[config.mk]
export PLATFORM = sky130hd
export DESIGN_NAME = note_spawner
export DESIGN_NICKNAME = d
export VERILOG_FILES = /design/src/rtl/note_spawner.sv
export SDC_FILE = /design/constraint.sdc
export NUM_CORES = 1
export LEC_CHECK = 0
export ABC_AREA = 1
export BUFFER_PORTS_ARGS = -buffer_cell sky130_fd_sc_hd__buf_2
export CAP_MARGIN = 5
export CORE_MARGIN = 3
export CORE_UTILIZATION = 45
export CTS_BUF_LIST = sky130_fd_sc_hd__clkbuf_2 sky130_fd_sc_hd__clkbuf_4 sky130_fd_sc_hd__clkbuf_8
export DETAILED_ROUTE_END_ITERATION = 16
export PLACE_DENSITY_LB_ADDON = 0.08
export SKIP_LAST_GASP = 1
export SLEW_MARGIN = 30
export SYNTH_ARGS = -nofsm -noshare
export SYNTH_HDL_FRONTEND = slang
export SYNTH_SLANG_ARGS = --single-unit
export TNS_END_PERCENT = 100
[constraint.sdc]
create_clock -name i_Clk -period 2.6 [get_ports i_Clk]
set_input_delay 0 -clock i_Clk [delete_from_list [all_inputs] [get_ports i_Clk]]
set_output_delay 0 -clock i_Clk [all_outputs]
set_load 0.005 [all_outputs]
[src/rtl/note_spawner.sv]
// Scrolling 4-lane note field: spawns a random row at the top on each scroll
// step and shifts the field one row toward the judgment line.
module note_spawner #(
  parameter int STEP_CYC = 2500000,
  parameter int ROWS     = 8,
  parameter int GAP      = 1
) (
  input  logic              i_Clk,
  input  logic              i_Rst,
  input  logic              i_Start,
  input  logic              i_Stop,
  input  logic              i_Pause,
  input  logic [7:0]        i_Rand,
  input  logic [3:0]        i_Density,
  output logic [4*ROWS-1:0] o_Field,
  output logic [3:0]        o_Bottom,
  output logic              o_Step,
  output logic              o_Spawn,
  output logic [15:0]       o_NoteCnt,
  output logic              o_Running
);
  localparam int CW = (STEP_CYC > 1) ? $clog2(STEP_CYC) : 1;
  localparam int GW = (GAP > 0) ? $clog2(GAP + 1) : 1;
  localparam logic [CW-1:0] LAST = CW'(STEP_CYC - 1);
  localparam logic [GW-1:0] GAP_V = GW'(GAP);

  typedef enum logic [1:0] {S_IDLE, S_RUN, S_PAUSE} state_e;

  state_e                state_q, state_d;
  logic [ROWS-1:0][3:0]  field_q, field_d;
  logic [CW-1:0]         cnt_q, cnt_d;
  logic [GW-1:0]         cool_q, cool_d;
  logic                  step_q, step_d;
  logic                  spawn_q, spawn_d;
  logic [15:0]           ncnt_q, ncnt_d;

  logic [3:0]  pat;
  logic        do_spawn;
  logic [2:0]  pop;
  logic [16:0] nsum;

  assign pat      = i_Rand[7:4];
  assign do_spawn = (cool_q == '0) && (i_Rand[3:0] < i_Density) && (pat != 4'd0);
  assign pop      = 3'(pat[0]) + 3'(pat[1]) + 3'(pat[2]) + 3'(pat[3]);
  assign nsum     = {1'b0, ncnt_q} + 17'(pop);

  always_comb begin
    state_d = state_q;
    field_d = field_q;
    cnt_d   = cnt_q;
    cool_d  = cool_q;
    ncnt_d  = ncnt_q;
    step_d  = 1'b0;
    spawn_d = 1'b0;
    case (state_q)
      S_IDLE: begin
        cnt_d = '0;
        if (i_Start && !i_Stop) begin
          state_d = S_RUN;
          field_d = '0;
          cool_d  = '0;
          ncnt_d  = '0;
        end
      end
      S_RUN: begin
        if (i_Stop) begin
          state_d = S_IDLE;
          field_d = '0;
          cnt_d   = '0;
          cool_d  = '0;
        end else begin
          // The RUN cycle that samples i_Pause still counts; PAUSE itself holds.
          if (i_Pause) state_d = S_PAUSE;
          if (cnt_q == LAST) begin
            cnt_d   = '0;
            step_d  = 1'b1;
            spawn_d = do_spawn;
            field_d = {field_q[ROWS-2:0], (do_spawn ? pat : 4'd0)};
            if (do_spawn) begin
              cool_d = GAP_V;
              ncnt_d = nsum[16] ? 16'hFFFF : nsum[15:0];
            end else if (cool_q != '0) begin
              cool_d = cool_q - 1'b1;
            end
          end else begin
            cnt_d = cnt_q + 1'b1;
          end
        end
      end
      S_PAUSE: begin
        if (i_Stop) begin
          state_d = S_IDLE;
          field_d = '0;
          cnt_d   = '0;
          cool_d  = '0;
        end else if (!i_Pause) begin
          state_d = S_RUN;
        end
      end
      default: state_d = S_IDLE;
    endcase
  end

  always_ff @(posedge i_Clk or negedge i_Rst) begin
    if (!i_Rst) begin
      state_q <= S_IDLE;
      field_q <= '0;
      cnt_q   <= '0;
      cool_q  <= '0;
      step_q  <= 1'b0;
      spawn_q <= 1'b0;
      ncnt_q  <= '0;
    end else begin
      state_q <= state_d;
      field_q <= field_d;
      cnt_q   <= cnt_d;
      cool_q  <= cool_d;
      step_q  <= step_d;
      spawn_q <= spawn_d;
      ncnt_q  <= ncnt_d;
    end
  end

  assign o_Field   = field_q;
  assign o_Bottom  = field_q[ROWS-1];
  assign o_Step    = step_q;
  assign o_Spawn   = spawn_q;
  assign o_NoteCnt = ncnt_q;
  assign o_Running = (state_q != S_IDLE);
endmodule

# Word-level counts from Yosys, hierarchy flattened
# Cells that the tools add are included.
[word_totals] latch_bits=0 input_bits=17 register_bits=75 mem_bits_rw=0 output_inout_bits=55 elab_cells=81 memories=0 romBits=0
[op_classes] n_bitwise=1 n_lt_le_gt_ge=1 n_shift=0 n_mul=0 reduce_logical=13 eq_ne=11 muxes=35 n_addsub=6 n_div=0
[op_table] op="two-way mux 32 bit" n=4
[op_table] op="case mux 32 bit (3 select lines)" n=1
[op_table] op="two-way mux 16 bit" n=5
[op_table] op="two-way mux 22 bit" n=3
[op_table] op="case mux 22 bit (3 select lines)" n=1
[op_table] op="case mux 16 bit (2 select lines)" n=1
[op_table] op="adder 22 x 1 -> 22 bit, second input constant" n=1
[op_table] op="== test 22 bit, second input constant" n=1
[op_table] op="adder 16 x 3 -> 17 bit" n=1
[op_table] op="two-way mux 1 bit" n=12
[op_table] op="two-way mux 2 bit" n=5
[op_table] op="!= test 2 bit, second input constant" n=5
[op_table] op="!= test 3 bit, second input constant" n=3
[op_table] op="case mux 2 bit (3 select lines)" n=1
[op_table] op="AND reduction 5 bit" n=1
[op_table] op="< comparator 4 bit" n=1
[op_table] op="two-way mux 4 bit" n=1
[op_table] op="AND reduction 4 bit" n=1
[op_table] op="nonzero test 2 bit" n=2
[op_table] op="nonzero test 4 bit" n=1
[op_table] op="adder 2 x 1 -> 3 bit" n=1
[op_table] op="adder 3 x 1 -> 3 bit" n=1
[op_table] op="logical AND 1 bit" n=3
[op_table] op="case mux 1 bit (3 select lines)" n=1
[op_table] op="other kinds (10)" n=10

# Logic depth before layout (Yosys ltp)
# Gate-level depths: netlist of run 1.
[logic_depth] depth_word=9 ltp_mapped=14 mapped_depth_nobuf=14

# Least setup slack after synthesis of run 1
# Ideal clock, no wire load.
[synth_timing] path_kind="input port to flip-flop" startpoint="in i_Rand[4]" endpoint="reg ncnt_q[11] (netlist: o_NoteCnt[11])" setup_slack_ps=388 setup_ps=65 path_buffers=1 path_stages=13 arrival_ps=2147 required_ps=2535 path_cell_list="fa_1 > inv_1 > fa_1 > inv_1 > fa_1 > nand3_1 > nor3_2 > nand3_1 > buf_6 > nand3_1 > nand2_1 > nand3b_1 > nand2_1"
[synth_between] elab_chain_cells=9 elab_cells_between_ends=13 cone_classes="add/sub: 4; eq/ne: 1; mux: 5; reduce/logical: 3"
[synth_lines] element="from (decl)" line_no="13" rtl="input logic [7:0] i_Rand,"
[synth_lines] element="adder 1 x 1 -> 2 bit" line_no="44" rtl="assign pop = 3'(pat[0]) + 3'(pat[1]) + 3'(pat[2]) + 3'(pat[3]);"
[synth_lines] element="adder 2 x 1 -> 3 bit" line_no="44"
[synth_lines] element="adder 3 x 1 -> 3 bit" line_no="44"
[synth_lines] element="adder 16 x 3 -> 17 bit" line_no="45" rtl="assign nsum = {1'b0, ncnt_q} + 17'(pop);"
[synth_lines] element="two-way mux 16 bit" line_no="81" rtl="ncnt_d = nsum[16] ? 16'hFFFF : nsum[15:0];"
[synth_lines] element="two-way mux 16 bit" line_no="79" rtl="if (do_spawn) begin"
[synth_lines] element="two-way mux 16 bit" line_no="74" rtl="if (cnt_q == LAST) begin"
[synth_lines] element="two-way mux 16 bit" line_no="66" rtl="if (i_Stop) begin"
[synth_lines] element="case mux 16 bit (2 select lines)" line_no="55" rtl="case (state_q)"
[synth_lines] element="to (signal assigned)" line_no="120" rtl="ncnt_q <= ncnt_d;"
[synth_lines] element="to (decl)" line_no="35" rtl="logic [15:0] ncnt_q, ncnt_d;"
# Parallel ways exist; a longest one is shown, timed or not. The select of a mux whose other input is x is not followed.
# A chain may end at the register's enable or synchronous reset.

# Worst setup path in the final report of run 1
[layout_timing] startpoint="reg ncnt_q[0] (netlist: o_NoteCnt[0])" endpoint="reg ncnt_q[1] (netlist: o_NoteCnt[1])"
[layout_between] elab_chain_cells=6
[layout_lines] element="adder 16 x 3 -> 17 bit" line_no="45"
[layout_lines] element="two-way mux 16 bit" line_no="81"
[layout_lines] element="two-way mux 16 bit" line_no="79"
[layout_lines] element="two-way mux 16 bit" line_no="74"
[layout_lines] element="two-way mux 16 bit" line_no="66"
[layout_lines] element="case mux 16 bit (2 select lines)" line_no="55"
# Every way passes these cells. The select of a mux whose other input is x is not followed.

==> results of run 1 <==
## synthesized netlist by cell type, drive strengths merged, types with 2 or more instances
cell type	number
nand3b	3
inv	62
nor2	50
or2	2
ha	6
dfrtp	75
nand4	8
nand3	44
o21ai	42
o211ai	2
nor3	15
fa	3
o21bai	2
clkbuf	3
a21oi	18
nand2	200
buf	17
o22ai	2
xor2	8
xnor2	2
## metrics by stage
step                hold slack (ns)  std cells
global route                 0.1371        781
global placement             0.2253        756
CTS                         0.08349        781
finish                       0.1065        781
floorplan                   -0.2956        571
detailed placement         -0.03388        757
## where the power goes
part	internal, uW	switching [uW]	total (uW)
logic	281	744	1030
registers	1230	71.2	1300
clock network	365	509	874
total	1880	1320	3200
## final timing paths
path | end | slack [ns] | cells past startpoint
setup / recovery | o_NoteCnt[1] | 0.34 | 13
hold / removal | cnt_q[13] | 0.11 | 2
setup reg to reg | o_NoteCnt[1] | 0.34 | 13
hold reg to reg | cool_q | 0.50 | 2
max in group asynchronous | o_Field[19] | 1.89 | 3
min in group i_Clk | o_Spawn | 0.11 | 5
## cells by family after synthesis
family          after synthesis
simple gates                325
flops                        75
buf+inv                      83
compound gates               69
fa+ha+maj                     9
xor+xnor                     10
## final cells by class
class | instances | area (um^2)
repair buffers | 85 | 515.5
fillers | 922 | 4279
well taps | 129 | 161.4
flip-flops and latches | 75 | 1877
clock buffers | 9 | 123.9
inverters | 63 | 236.5
multi-input cells | 413 | 2074
clock inverters | 7 | 60.06
## registers in the layout, summed over array words and instances, names as in the netlist
name,cells
o_Step,1
state_q,2
o_NoteCnt,16
o_Field,28
cnt_q,22
o_Bottom,4
o_Spawn,1
cool_q,1
## layer usage
metal	up-vias	wire length, um	share of wire, %
met2	75	4541	46
li1	1964	-	-
met4	0	181	1.9
met5	-	0	0
met1	1713	4743	49
met3	16	302	3.1
==> impl_metrics.csv, run 1 <==
group,metric,value,unit
floorplanning,dieHeight,104.2,um
run,maxCapViolCount,0,
sta,finalHoldViolations,0,
sta,fmax,0.4428,GHz
clock_network,cts_num_sinks,75,
layout,post-route-cell-area,0.005049,mm^2
placed_design,hpwl,6929,um
critical_path,criticalPathCategory,"reg -> reg",
route,wire_per_inst,12.51,um
placed_design,port_buffers,71,
yosys,synth.ff_latch_count,75,
yosys,ys_warn_count,0,
sta,relSlewSlack,68.16,%
clock_network,root_buffer,"clkbuf_8",
floorplanning,die-width,104.2,um
yosys,synth.area.mux_share,0,%
yosys,yosys.area.top_type,"dfrtp_1",
yosys,synth_xor_area_share,2.017,%
power,ir_worst_vdd,0.4446,mV
critical_path,cp.required,2.90,ns
yosys,syn_area_per_cell,7.606,um^2
clock_network,numCtsBuffers,9,
yosys,netlist_instances,571,
placed_design,place_ws,0.09146,ns
yosys,synth_ff_type,"dfrtp_1",
floorplanning,row_count,35,
grt,use_met2,30.32,%
sta,worst_pin_slew,0.4740,ns
grt,gr-usage-all-layers,19.09,%
yosys,synthSimpleGateAreaFrac,32.21,%
yosys,yosys-top-cells-area,"dfrtp_1, nand2_1, inv_1",
clock_network,cts_tree,"yes",
yosys,synth_edf_count,0,
grt,grt_max_degree,48,
layout,drive_gt1_share,20.71,%
grt,grt_overflow,0,
layout,final_cell_mix,"nand2_1, dfrtp_1, buf_2",
critical_path,critical_path_buf_inv_count,4,
yosys,synth-compound-area-share,10.37,%
sta,fin_skew,0.01609,ns
layout,antennaDiodeCount,0,
sta,rsz0062_at_grt,"no",
placed_design,place_area,0.004785,mm^2
clock_network,htreeDepth,3,
outcome,status,"complete, no violations",
floorplanning,start_util,46.56,%
yosys,synthesis.nets,597,
yosys,synth_top_area_share,43.22,%
sta,fin_ws,0.3416,ns
sta,final_max_slew_viol_count,0,
critical_path,critPathSlowestCell,"fa_1",
clock_network,clk_pin_slew,0.09,ns
critical_path,path_cells,"inv_1 -> fa_1 -> inv_1 -> fa_1 -> nand3_1 -> nor3_2 -> nand3_1 -> buf_4 -> inv_1 -> nor2_1 -> nor2_1 -> nand3_1 -> nand2_1",
yosys,yosysSeqAreaShare,43.22,%
route,dr_total_vias,3768,
floorplanning,dieArea,0.01087,mm^2
layout,final_nets,673,
critical_path,startpoint_type,"flop",
clock_network,holdBufCountCts,8,
grt,antenna_found_initial,0,
critical_path,rr_startpoint,"o_NoteCnt[0]",
route,vias_per_cell,4.825,
clock_network,post_cts_resized,0,
route,routed_wl,9768,um
critical_path,worstPathMaxFanout,7,
sta,finalSetupTns,0,ns
power,powerDensity,633.9,mW/mm^2
clock_network,post_cts_buffers,0,
power,total_leakage_power,0.002534,uW
clock_network,cts_buffer_depth,2,
grt,grt_pass1_vias,3610,
yosys,ys_types,38,
worst_hold_path,hold_class,"in -> async",
yosys,synthesis.area,0.004343,mm^2
layout,area_growth,16.25,%
route,drc_errors,0,
placed_design,gp_congestion,0.8512,
critical_path,crit_path_end_kind,"flop",
route,dr.pass1.iters,4,
layout,post-route-util,54.12,%
critical_path,critical-path-top-delay-family,"simple AND/OR/NAND/NOR gates",
clock_network,insertion_delay,0.36,ns
yosys,synth_top_family_by_area,"simple AND/OR/NAND/NOR gates",
floorplanning,fp.coreArea,0.009328,mm^2
grt,grtUsageMet1,26.16,%
yosys,synthArstFlopShare,100.0,%
route,drt_iter0_markers,191,
grt,grt-busiest-layer,"met2",
sta,setup_viol,0,
yosys,synth_fa_ha_area_share,3.111,%
floorplanning,ios,72,
route,postRouteAntennaNets,0,
grt,met3_usage,2.917,%
critical_path,max_stage_delay,0.39,ns
power,total_power,3200,uW
layout,layout.cells.most_common,"nand2_1",
sta,period_needed,2.258,ns
critical_path,arrival,2.56,ns
critical_path,critPathLaunch,"o_NoteCnt[0]",
sta,fin_crit_sh,86.86,%
grt,grt_pass1_wl,17190,um
(Power assumes the default switching activity.)
==> run 2, diff against run 1 <==
clock period = 2.7 ns   (was 2.6 ns; I/O delays follow)
==> run 2 against run 1 <==
  * Flip-flop and latch count did not move
  * Clock power rose by 16%
  * Clock skew fell by 0.0034 ns
  * Cell area rose by 1.2%
  * Critical path depth rose by 2
==> impl_metrics.csv, run 2 (same netlist as run 1, synthesis figures left out) <==
group,metric,value,unit
power,intPower,2011,uW
layout,nFillCells,943,
critical_path,max_stage_delay,0.61,ns
route,met3_length,426,um
critical_path,cp.required,2.99,ns
placed_design,hpwl,6698,um
floorplanning,dieArea,0.01087,mm^2
floorplanning,ios,72,
floorplanning,die-width,104.2,um
placed_design,gp_congestion,0.8887,
power,combPwrFrac,30.6,%
outcome,status,"complete, no violations",
layout,multi_input_area,0.002111,mm^2
route,dr_total_vias,3770,
run,maxCapViolCount,0,
clock_network,cts_num_sinks,75,
critical_path,path_cells,"dlygate4sd3_1 -> fa_1 -> inv_1 -> fa_2 -> inv_2 -> fa_2 -> nand3_4 -> nor3_4 -> nand3_2 -> buf_6 -> inv_1 -> nor2_1 -> nor2_1 -> nand3_1 -> nand2_1",
critical_path,arrival,2.87,ns
route,vias_per_cell,4.840,
grt,antenna_found_initial,0,
route,dr.pass1.iters,4,
layout,largest_reg_flops,28,
critical_path,worstPathMaxFanout,8,
clock_network,cts_buffer_depth,2,
power,total_leakage_power,0.002561,uW
clock_network,insertion_delay,0.36,ns
critical_path,critPathSlowestCell,"dlygate4sd3_1",
grt,grt_overflow,0,
layout,antennaDiodeCount,0,
power,clkPwrFrac,30.9,%
layout,post-route-util,54.80,%
route,drt_iter0_markers,179,
route,drc_errors,0,
clock_network,htreeDepth,3,
clock_network,root_buffer,"clkbuf_8",
power,total_power,3266,uW
layout,regArea,0.001877,mm^2
floorplanning,dieHeight,104.2,um
sta,worst_pin_slew,0.6843,ns
power,ir_worst_vdd,0.4222,mV
floorplanning,start_util,46.56,%
sta,relSlewSlack,54.38,%
sta,final_max_slew_viol_count,0,
sta,period_needed,2.586,ns
critical_path,crit_path_end_kind,"flop",
worst_hold_path,hold_class,"in -> reg",
critical_path,critical_path_buf_inv_count,5,
power,seq_power_share,38.4,%
route,wl_met2,4483,um
clock_network,cts_tree,"yes",
grt,grt_max_degree,76,
critical_path,startpoint_type,"primary input",
sta,setup_viol,0,
layout,final_nets,671,
floorplanning,fp.coreArea,0.009328,mm^2
power,switchingPower,1255,uW
floorplanning,row_count,35,
grt,grt_pass1_wl,16820,um
sta,fin_skew,0.01271,ns
route,top_layer_used,"met4",
power,powerDensity,639.0,mW/mm^2
grt,gr-usage-all-layers,18.60,%
sta,whs,0.1814,ns
layout,final_cell_mix,"nand2_1, dfrtp_1, buf_2",
route,drt-met1-wl,4593,um
clock_network,numCtsBuffers,9,
sta,fmax,0.3868,GHz
sta,finalSetupTns,0,ns
layout,layout.cells.most_common,"nand2_1",
route,routed_wl,9613,um
sta,fin_crit_sh,95.76,%
layout,area_growth,17.69,%
placed_design,port_buffers,71,
critical_path,criticalPathCategory,"in -> reg",
route,postRouteAntennaNets,0,
sta,finalHoldViolations,0,
clock_network,clk_pin_slew,0.09,ns
critical_path,critical-path-top-delay-family,"adder cells",
grt,grt_pass1_vias,3564,
route,wire_per_inst,12.34,um
layout,drive_gt1_share,21.69,%
power,switching_share,38.42,%
run 2: what timing repair did:
action	CTS	global route
buffers inserted	0	2
endpoints found under the setup margin	0	15
gates resized for setup	0	11
hold endpoints to repair	82	0
hold buffers	7	0
run 2: cell type report:
class / instances / area share (%)
timing repair buffer: 83 / 9.670
clock inverter: 6 / 1.836
multi-input combinational: 413 / 41.30
tap: 129 / 3.158
inverter: 63 / 4.627
sequential: 75 / 36.72
clock buffer: 10 / 2.693
run 2: stage by stage:
stage          instances  setup slack, ns  cell area, um^2
4_1_cts              779         0.009178             5062
3_5_place_dp         756           0.1839             4761
6_report             779           0.1144             5111
5_1_grt              779         -0.02053             5111
2_1_floorplan        571           0.4878             4343
3_3_place_gp         756           0.2903             4757
run 2: power by group through the flow:
| stage | logic, uW | registers, uW | clock network, uW |
|---|---|---|---|
| finish | 1000 | 1250 | 1010 |
| global route | 1120 | 1270 | 1100 |
| CTS | 972 | 1250 | 1040 |
| detailed placement | 961 | 1270 | 0 |
| global placement | 951 | 1270 | 0 |
| floorplan | 797 | 1260 | 0 |
run 2: path summary, 6_finish.rpt:
path | from | to | slack, ns | cells past startpoint
max | i_Rand[4] | o_NoteCnt[1] | 0.11 | 15
min | i_Rand[3] | o_Spawn | 0.18 | 7
max reg2reg | o_NoteCnt[0] | o_NoteCnt[1] | 0.52 | 13
min reg2reg | cool_q | cool_q | 0.50 | 2
max in group asynchronous | i_Rst | o_Field[10] | 1.99 | 2
min in group asynchronous | i_Rst | cnt_q[9] | 0.24 | 2
run 2: worst reg2reg max path, cell delays in order (launching register included):
cell     delay, ns
dfrtp_1       0.37
inv_1         0.07
fa_2          0.35
inv_2         0.08
fa_2          0.25
nand3_4       0.11
nor3_4        0.26
nand3_2       0.12
buf_6         0.16
inv_1         0.07
nor2_1        0.04
nor2_1        0.08
nand3_1       0.08
nand2_1       0.08
run 2: per-layer routing:
metal  up-vias  track usage [%]
met5         -                0
met4         0            5.128
met3         9            4.097
met2        84            29.53
met1      1712            25.75
li1       1965                -
==> run 3, diff against run 2 <==
CAP_MARGIN = 15   (was 5)
CORE_ASPECT_RATIO = 0.9   (was not set)
PLACE_DENSITY = 0.66   (was not set)
PLACE_DENSITY_LB_ADDON = not set   (was 0.08)
==> run 3 against run 2 <==
  * Routed wire length decreased by 0.43%
  * Utilization decreased by 0.061 points
  * Critical path depth decreased by 1
  * Worst hold slack got worse by 0.11 ns
  * Clock-buffer cell count unchanged
  * Cell area decreased by 0.95%
  * Sequential share of layout area increased by 0.35 points
  * Maximum frequency decreased by 0.28%
  * Clock skew decreased by 0.0018 ns
  * Die area about the same
  * Combinational power about the same
  * Critical path type unchanged
  * Largest cell class unchanged
  * Largest power group unchanged
  * Highest routed layer unchanged
==> impl_metrics.csv, run 3 (same netlist as run 1, synthesis figures left out) <==
group,metric,value,unit
critical_path,arrival,2.88,ns
outcome,status,"complete, no violations",
critical_path,worstPathMaxFanout,6,
route,drt_iter0_markers,208,
worst_hold_path,min_path_cells,3,
floorplanning,row_count,33,
sta,relSlewSlack,54.84,%
sta,period_needed,2.593,ns
route,routed_wl,9572,um
sta,fmax,0.3857,GHz
layout,largest_reg_flops,28,
layout,post-route-cell-area,0.005062,mm^2
clock_network,insertion_delay,0.35,ns
critical_path,critPathSlowestCell,"dlygate4sd3_1",
floorplanning,fp.coreArea,0.009249,mm^2
critical_path,max_stage_delay,0.53,ns
layout,final_cell_mix,"nand2_1, dfrtp_1, buf_2",
sta,fin_skew,0.01094,ns
placed_design,place_area,0.004756,mm^2
floorplanning,dieHeight,99.20,um
sta,finalHoldViolations,0,
placed_design,gp_congestion,0.9693,
floorplanning,die-width,109.6,um
placed_design,hpwl,6828,um
clock_network,cts_num_sinks,75,
grt,grt_pass1_vias,3537,
layout,final_nets,671,
clock_network,cts_tree,"yes",
grt,grt_max_degree,76,
sta,setup_viol,0,
route,drc_errors,0,
run,maxCapViolCount,0,
clock_network,numCtsBuffers,9,
critical_path,reg2reg_to,"o_NoteCnt[4]",
layout,area_growth,16.57,%
layout,antennaDiodeCount,0,
sta,worst_pin_slew,0.6775,ns
critical_path,rrSetupSlack,0.48,ns
worst_hold_path,min_to,"o_Field[0]",
clock_network,root_buffer,"clkbuf_8",
critical_path,criticalPathCategory,"in -> reg",
route,vias_per_cell,4.969,
sta,fin_crit_sh,96.04,%
power,total_leakage_power,0.002561,uW
floorplanning,ios,72,
grt,gr-usage-all-layers,18.59,%
critical_path,cpMostUsedCell,"fa_1",
critical_path,critical_path_buf_inv_count,5,
clock_network,cts_buffer_depth,2,
grt,grt_pass1_wl,16530,um
clock_network,post_cts_buffers,0,
critical_path,crit_path_end_kind,"flop",
critical_path,critical-path-top-delay-family,"adder cells",
route,dr_total_vias,3836,
critical_path,startpoint_type,"primary input",
critical_path,cp.required,2.99,ns
floorplanning,dieArea,0.01087,mm^2
clock_network,clk_pin_slew,0.09,ns
route,dr.pass1.iters,5,
sta,final_max_slew_viol_count,0,
layout,nFillCells,916,
layout,layout.cells.most_common,"nand2_1",
route,wire_per_inst,12.40,um
floorplanning,start_util,46.96,%
placed_design,port_buffers,71,
grt,grt_overflow,0,
worst_hold_path,hold_class,"in -> reg",
layout,drive_gt1_share,21.08,%
critical_path,r2r_cells,11,
critical_path,path_cells,"dlygate4sd3_1 -> buf_2 -> fa_1 -> inv_1 -> fa_1 -> inv_2 -> fa_2 -> nand3_4 -> nor3_4 -> nand3_2 -> buf_4 -> a21oi_1 -> nand3_1 -> nand2_1",
grt,antenna_found_initial,0,
route,postRouteAntennaNets,0,
sta,fin_ws,0.1070,ns
placed_design,place_ws,0.2452,ns
worst_hold_path,min_from,"i_Rand[4]",
critical_path,rr_startpoint,"o_NoteCnt[0]",
clock_network,htreeDepth,3,
power,ir_worst_vdd,0.4503,mV
power,powerDensity,614.6,mW/mm^2
-- run 3: cell count changes in the layout (fill, tap and decap cells not counted) --
cell,previous run,this run
clkinv_2,0,3
a21oi_1,16,18
a21oi_2,2,0
buf_6,3,2
bufinv_16,2,1
clkinvlp_4,1,0
dlymetal6s4s_1,0,1
fa_1,1,2
fa_2,2,1
inv_6,2,1
-- run 3: worst reg2reg max path: cells and delay by family (launching register included) --
| kind | cells | cell delay [ns] |
|---|---|---|
| AOI/OAI and AO/OA | 1 | 0.12 |
| adders and majority gates | 2 | 0.66 |
| buffers and inverters | 3 | 0.34 |
| DFF | 1 | 0.38 |
| and+or+nand+nor | 5 | 0.67 |
-- run 3: how the worst max path moves through the flow --
stage / from / endpoint / cells past startpoint
2_1_floorplan: i_Rand[4] / o_NoteCnt[11] / 13
3_3_place_gp: i_Rand[4] / o_NoteCnt[1] / 15
3_5_place_dp: i_Rand[4] / o_NoteCnt[1] / 15
4_1_cts: i_Rand[4] / o_NoteCnt[1] / 16
5_1_grt: i_Rand[7] / o_NoteCnt[1] / 16
6_report: i_Rand[7] / o_NoteCnt[4] / 14
-- run 3: through the flow --
stage               cells  util, %  total power (uW)  hold slack (ns)  setup TNS, ns
floorplan             571        -              2054          -0.2956              0
global placement      750    51.42              2226           0.2235              0
detailed placement    750    51.42              2239           0.2182              0
CTS                   774    54.45              3144           0.1993              0
global route          772    54.73              3335          0.08905       -0.01547
finish                772    54.73              3111          0.07246              0
-- run 3: metal layers --
metal / part of all wire, % / global-route usage [%]
met3: 4.0 / 4.153
met2: 47 / 28.63
met5: 0 / 0
met1: 48 / 26.74
met4: 1.1 / 4.410
-- run 3: timing repair --
action / 4_1_cts / 5_1_grt
gates resized for setup: 0 / 8
endpoints found under the setup margin: 0 / 15
hold buffers: 8 / 0
hold endpoints to repair: 81 / 0
-- run 3: cell type report --
type                       instances  area, um^2  share of cell area [%]
clock buffer                      10       137.6                   2.719
multi-input combinational        413        2101                   41.50
tap                              122       152.6                   3.015
inverter                          63       236.5                   4.671
clock inverter                     6       62.56                   1.236
sequential                        75        1877                   37.07
timing repair buffer              83       495.5                   9.787
-- run 3: report_power, final --
group | internal (uW) | leakage (uW) | total, uW | switching (uW)
combinational | 278 | 0.00141 | 988 | 710
clock | 452 | 0.000106 | 868 | 415
sequential | 1180 | 0.00104 | 1260 | 71.3
total | 1910 | 0.00256 | 3110 | 1200
